`config.mk`:
```
export PLATFORM = sky130hd
export DESIGN_NAME = seq_player_flat
export DESIGN_NICKNAME = d
export VERILOG_FILES = /design/src/rtl/seq_player_pkg.sv /design/src/rtl/seq_player_if.sv /design/src/rtl/seq_player_tick_timer.sv /design/src/rtl/seq_player.sv /design/src/flat_wrapper.sv
export SDC_FILE = /design/constraint.sdc
export NUM_CORES = 1
export LEC_CHECK = 0
export BUFFER_PORTS_ARGS = -buffer_cell sky130_fd_sc_hd__buf_2
export CAP_MARGIN = 10
export CORE_MARGIN = 1.5
export CORE_UTILIZATION = 40
export DETAILED_ROUTE_END_ITERATION = 6
export PLACE_DENSITY = 0.68
export SLEW_MARGIN = 20
export SYNTH_ARGS = -nofsm -noshare
export SYNTH_HDL_FRONTEND = slang
export SYNTH_SLANG_ARGS = --single-unit
```
`constraint.sdc`:
```
create_clock -name clk -period 1.79 [get_ports clk]
set_input_delay 0.358 -clock clk [delete_from_list [all_inputs] [get_ports clk]]
set_output_delay 0.358 -clock clk [all_outputs]
set_load 0.03 [all_outputs]
```
`src/rtl/seq_player_pkg.sv`:
```
// Shared types and widths for the sequence player: FSM encoding, bus widths
// common with the address counter and ROM, and the tick counter sizing helper.
package seq_player_pkg;

    localparam int SP_DATA = 4;
    localparam int SP_LED  = 4;

    typedef enum logic [2:0] {
        ST_IDLE = 3'd0,
        ST_LOAD = 3'd1,
        ST_SHOW = 3'd2,
        ST_GAP  = 3'd3,
        ST_FIN  = 3'd4
    } state_t;

    // Counter must hold the larger reload value; never narrower than one bit.
    function automatic int cnt_width(input int a, input int b);
        int m;
        m = (a > b) ? a : b;
        return (m <= 1) ? 1 : $clog2(m);
    endfunction

endpackage

```
`src/rtl/seq_player_if.sv`:
```
// Control, timebase and ROM signals between the game controller and the player.
interface seq_player_if;
    import seq_player_pkg::*;

    logic               start;
    logic               clear;
    logic [SP_DATA-1:0] round;
    logic               tick;
    logic [SP_LED-1:0]  rom_data;
    logic [SP_DATA-1:0] addr;
    logic [SP_LED-1:0]  leds;
    logic               busy;
    logic               done;

    modport master (
        output start, clear, round, tick, rom_data,
        input  addr, leds, busy, done
    );

    modport slave (
        input  start, clear, round, tick, rom_data,
        output addr, leds, busy, done
    );

endinterface

```
`src/rtl/seq_player_tick_timer.sv`:
```
// Tick-strobe down-counter: reloaded on phase entry, expires on the tick that
// arrives while the count sits at zero.
module seq_player_tick_timer #(
    parameter int W = 3
) (
    input  logic         clk,
    input  logic         R_n,
    input  logic         clr,
    input  logic         load,
    input  logic [W-1:0] load_val,
    input  logic         en,
    input  logic         tick,
    output logic         expire
);

    logic [W-1:0] cnt;

    assign expire = en & tick & (cnt == '0);

    always_ff @(posedge clk or negedge R_n) begin
        if (!R_n) begin
            cnt <= '0;
        end else if (clr) begin
            cnt <= '0;
        end else if (load) begin
            cnt <= load_val;
        end else if (en && tick && cnt != '0) begin
            cnt <= cnt - 1'b1;
        end
    end

endmodule

```
`src/rtl/seq_player.sv`:
```
// Plays ROM entries 0..round on the LEDs, each lit for P_HOLD ticks and
// followed by P_GAP dark ticks, then pulses done.
//
//   state | meaning
//   IDLE  | waiting for start
//   LOAD  | ROM address settled, data captured on exit
//   SHOW  | element lit, counting hold ticks
//   GAP   | LEDs dark, counting gap ticks
//   FIN   | done high for this cycle, busy drops on exit
module seq_player
    import seq_player_pkg::*;
#(
    parameter int P_HOLD = 8,
    parameter int P_GAP  = 4
) (
    input  logic         clk,
    input  logic         R_n,
    seq_player_if.slave  bus
);

    localparam int            TW      = cnt_width(P_HOLD, P_GAP);
    localparam logic [TW-1:0] HOLD_LD = TW'(P_HOLD - 1);
    localparam logic [TW-1:0] GAP_LD  = TW'(P_GAP - 1);

    state_t             state;
    logic [SP_DATA-1:0] round_q;
    logic [SP_DATA-1:0] addr_q;
    logic [SP_LED-1:0]  leds_q;
    logic               busy_q;
    logic               done_q;

    logic               t_load;
    logic [TW-1:0]      t_load_val;
    logic               t_en;
    logic               t_expire;

    // Reload on entry to SHOW (from LOAD) and to GAP (on hold expiry); ticks
    // on those entry edges are therefore never counted.
    assign t_load     = (state == ST_LOAD) | ((state == ST_SHOW) & t_expire);
    assign t_load_val = (state == ST_LOAD) ? HOLD_LD : GAP_LD;
    assign t_en       = (state == ST_SHOW) | (state == ST_GAP);

    seq_player_tick_timer #(.W(TW)) u_timer (
        .clk      (clk),
        .R_n      (R_n),
        .clr      (bus.clear),
        .load     (t_load),
        .load_val (t_load_val),
        .en       (t_en),
        .tick     (bus.tick),
        .expire   (t_expire)
    );

    always_ff @(posedge clk or negedge R_n) begin
        if (!R_n) begin
            state   <= ST_IDLE;
            round_q <= '0;
            addr_q  <= '0;
            leds_q  <= '0;
            busy_q  <= 1'b0;
            done_q  <= 1'b0;
        end else if (bus.clear) begin
            state  <= ST_IDLE;
            addr_q <= '0;
            leds_q <= '0;
            busy_q <= 1'b0;
            done_q <= 1'b0;
        end else begin
            done_q <= 1'b0;
            case (state)
                ST_IDLE: begin
                    if (bus.start) begin
                        round_q <= bus.round;
                        addr_q  <= '0;
                        busy_q  <= 1'b1;
                        state   <= ST_LOAD;
                    end
                end
                ST_LOAD: begin
                    leds_q <= bus.rom_data;
                    state  <= ST_SHOW;
                end
                ST_SHOW: begin
                    if (t_expire) begin
                        leds_q <= '0;
                        state  <= ST_GAP;
                    end
                end
                ST_GAP: begin
                    // Compare before increment so the last address never wraps.
                    if (t_expire) begin
                        if (addr_q == round_q) begin
                            done_q <= 1'b1;
                            state  <= ST_FIN;
                        end else begin
                            addr_q <= addr_q + 1'b1;
                            state  <= ST_LOAD;
                        end
                    end
                end
                ST_FIN: begin
                    busy_q <= 1'b0;
                    state  <= ST_IDLE;
                end
                default: state <= ST_IDLE;
            endcase
        end
    end

    assign bus.addr = addr_q;
    assign bus.leds = leds_q;
    assign bus.busy = busy_q;
    assign bus.done = done_q;

endmodule
```
`src/flat_wrapper.sv`:
```
// flat-port wrapper written by rule: the top's interface ports become plain ports
module seq_player_flat import seq_player_pkg::*;
#(
    parameter int P_HOLD = 8,
    parameter int P_GAP  = 4
)
  (clk, R_n, bus_start, bus_clear, bus_round, bus_tick, bus_rom_data, bus_addr, bus_leds, bus_busy, bus_done);
  seq_player_if bus_i ();
  input  logic clk;
  input  logic R_n;
  input wire logic [$bits(bus_i.start)-1:0] bus_start;
  input wire logic [$bits(bus_i.clear)-1:0] bus_clear;
  input wire logic [$bits(bus_i.round)-1:0] bus_round;
  input wire logic [$bits(bus_i.tick)-1:0] bus_tick;
  input wire logic [$bits(bus_i.rom_data)-1:0] bus_rom_data;
  output wire logic [$bits(bus_i.addr)-1:0] bus_addr;
  output wire logic [$bits(bus_i.leds)-1:0] bus_leds;
  output wire logic [$bits(bus_i.busy)-1:0] bus_busy;
  output wire logic [$bits(bus_i.done)-1:0] bus_done;
  assign bus_i.start = bus_start;
  assign bus_i.clear = bus_clear;
  assign bus_i.round = bus_round;
  assign bus_i.tick = bus_tick;
  assign bus_i.rom_data = bus_rom_data;
  assign bus_addr = bus_i.addr;
  assign bus_leds = bus_i.leds;
  assign bus_busy = bus_i.busy;
  assign bus_done = bus_i.done;
  seq_player #(.P_HOLD(P_HOLD), .P_GAP(P_GAP)) u_core (.clk(clk), .R_n(R_n), .bus(bus_i));
endmodule
```
==> impl_results.md <==
* Status: complete, no violations
* Dpl hpwl at 1562 um
* Hold Crit Start: bus_rom_data[1]
* Clk_skew at between 0.004 and 0.005 ns
* CP endpoint kind: flip-flop
* Period utilization at 94.21%
* Die area at between 3000 and 4000 um^2
* Via Count at between 800 and 900
* Fin. max-slew vios at 0
* Clk root buf: clkbuf_4
* CP arrival at ~1.9 ns
* Design Area, Final at approximately 1300 um^2
* Crit-path cells: inv_1, ha_1, ha_2, buf_4, nand3_1, or4_1, nand3_1
* Post-Syn Area per Cell at around 11 um^2
* Rel. slew slack at a little over two thirds
* Critical Path End: u_core.bus.addr[3]
* Setup CP Type: flip-flop to flip-flop
* Critical R2R Launch: u_core.u_timer.cnt[0]
* CTS sink cnt at 20
* Critical path's slowest cell: or4_1
* Grt ovf at 0
* Post-synth cell types at 39
* Hold WC Path Type: input port to flip-flop
* Crit-path max FO at 5
* TritonCTS clock tree: built
* Fin util at a little over half
* Hold WS at between 0.2 and 0.3 ns
* Num CTS Buffers at 3
* Port buffer count at 22
* Minimum clock period at between 1.5 and 2 ns
* Reg-to-reg slack, setup at roughly 0.10 ns
* Drt drc at 0
* Drt via density at between 5 and 6
* Synthesized net count at 115
* Max Cap Viol at 0
* I/O pin total at 23
* Slew @ Worst Pin at between 0.4 and 0.5 ns
* Clock Path Buffers at 2
* Clock slew seen by the registers of the worst setup and hold paths at about 0.12 ns
* RSZ-0062 raised after global routing: no
* Starting DRC count in detailed routing at 27
* Iteration count of the initial detailed-routing pass at 4
* Cell row count at 18
* # nets final at about 150
* Wirelength per Cell at between 10 and 15 um
* # fillers at 223
* Tot Pwr at 1.165 mW
* Share of layout cells above drive strength 1 at 40.31%
* First-pass GRT wire length at ~4000 um
* Sequential-to-total area share from yosys stat at between 40% and 50%
* Ys Warns at 0
* Final setup fails at 0
* CP startpoint: u_core.u_timer.cnt[0]
* Area growth, synth to finish at 25.29%
* Initial Util at approximately 43%
* Gp weighted congestion at roughly 0.76
* DIE HEIGHT at approximately 55 um
* Post-synth EDFFs at 0
* Routed WL at around 2300 um
* DP Area at about 1300 um^2
* Ys flop type: dfrtp_1
* Final ANT Viol Nets at 0
* Die Wd at approximately 55 um
* N_diodes at 0
* Async SR Flop Fraction at 100.0%
* Most used cell, CP: nand3_1
* GRT Overall Usage at 19.09%
* Worst setup SP type: flip-flop
* Core area at 2500 um^2
* Post-Syn Instances at 99
* Mapped Area at 1074 um^2
* H-tree depth at 1
* WP data required at 2.04 ns
* Vias in the first global route at 866
* R2R Path End: u_core.bus.addr[3]
* Pwr dens at 866.4 nW/um^2
* Worst IR drop on VDD at ~0.63 mV
* R2R depth at 7
* Worst-skew pair later-pin latency at 0.31 ns
* Final Hold Fails at 0
* Largest net degree at the start of global routing at 21
* Initial antenna violation count at 0
* Max incr delay on CP at 0.49 ns
* Register bit count reported by yosys at 20
* Leakage at 0.6386 nW
* Max Freq at 593.0 MHz
==> kinds of logic (layout without fill, tap and decap cells) <==
kind of cell | count (synthesis) | count (layout) | synth area share, %
AND/OR/NAND/NOR | 31 | 31 | 19.93
AO/OA/AOI/OAI | 23 | 23 | 16.32
flip-flops | 20 | 20 | 46.62
buffers and inverters | 14 | 44 | 5.478
XOR/XNOR | 4 | 4 | 3.964
multiplexers | 4 | 4 | 4.196
adder cells (fa/ha/maj) | 3 | 3 | 3.497
==> cells in the final DEF, fill, tap and decap left out, types with 2 or more instances in the layout <==
cell type,n
nor2_1,6
nand2_1,2
nand2b_1,2
xor2_1,3
clkbuf_4,3
nor2b_1,2
a22o_1,4
and4_2,3
ha_1,2
a21oi_1,4
inv_1,8
buf_4,9
dfrtp_1,20
buf_2,22
mux2_2,4
a211oi_1,2
nor4_1,2
nand3_1,5
o211ai_1,2
==> cell type report <==
cell class	instances	area (um^2)	area share [%]
tap	30	37.54	2.791
sequential	20	500.5	37.21
timing repair buffer	32	187.7	13.95
inverter	8	30.03	2.233
clock buffer	4	36.28	2.698
multi-input combinational	65	553.0	41.12
==> sequential cells by signal, indices dropped and copies added (netlist names) <==
register and flops:
u_core.bus.busy 1, u_core.bus.addr 4, u_core.u_timer.cnt 3, u_core.bus.leds 4
u_core.state 3, u_core.round_q 4, u_core.bus.done 1
==> cells in the mapped netlist, drive strengths merged (3+ instances only) <==
cell type	n	area, um^2
dfrtp	20	500.5
inv	8	30.03
nor2	6	22.52
a21oi	5	25.02
nand3	5	25.02
a22o	4	35.03
mux2	4	45.04
xor2	4	42.55
a211oi	3	27.52
and4	3	28.78
buf	3	17.52
clkbuf	3	11.26
ha	3	37.54
nor4	3	33.78
==> critical path, delay by kind of cell, from the launching register on <==
family,cells,cell delay (ns)
flops,1,0.38
simple gates,3,0.68
fa+ha+maj,2,0.35
buf+inv,2,0.22
==> where the power goes <==
part,leakage [nW],internal (mW),switching [mW]
combinational,0.353,0.167,0.181
clock,0.0210,0.124,0.145
sequential,0.264,0.505,0.0429
total,0.639,0.796,0.369
==> repair_timing <==
item                                   4_1_cts  5_1_grt
setup endpoints to repair                    2        7
hold buffers                                 1        0
endpoints found under the hold margin       20        0
gates resized for setup                      1        6
pin swaps                                    0        1
buffers inserted                             0        0
==> per-layer routing <==
metal	routed length (um)	share of wire, %	track usage, %
met1	1052	46	25.09
met2	1071	47	29.76
met3	117	5.2	6.011
met4	26	1.1	5.833
met5	0	0	0
==> worst min path at each step <==
stage / to / slack [ns] / depth (start not counted)
final: u_core.bus.leds[1] / 0.26 / 2
after global routing: u_core.bus.leds[1] / 0.24 / 2
after CTS: u_core.bus.leds[1] / 0.25 / 2
after detailed placement: u_core.round_q[1] / 0.34 / 1
after global placement: u_core.round_q[0] / 0.33 / 1
after floorplan: u_core.bus.addr[0] / 0.06 / 0
==> metrics by stage <==
stage                     instances  setup TNS (ns)  worst slack, ns
after floorplan                  99               0          0.05698
after global placement          154               0          0.08012
after detailed placement        154        -0.02711         -0.02711
after CTS                       159               0          0.06706
after global routing            159               0         0.005998
final                           159               0           0.1036
Power figures use the tool's default switching activity.
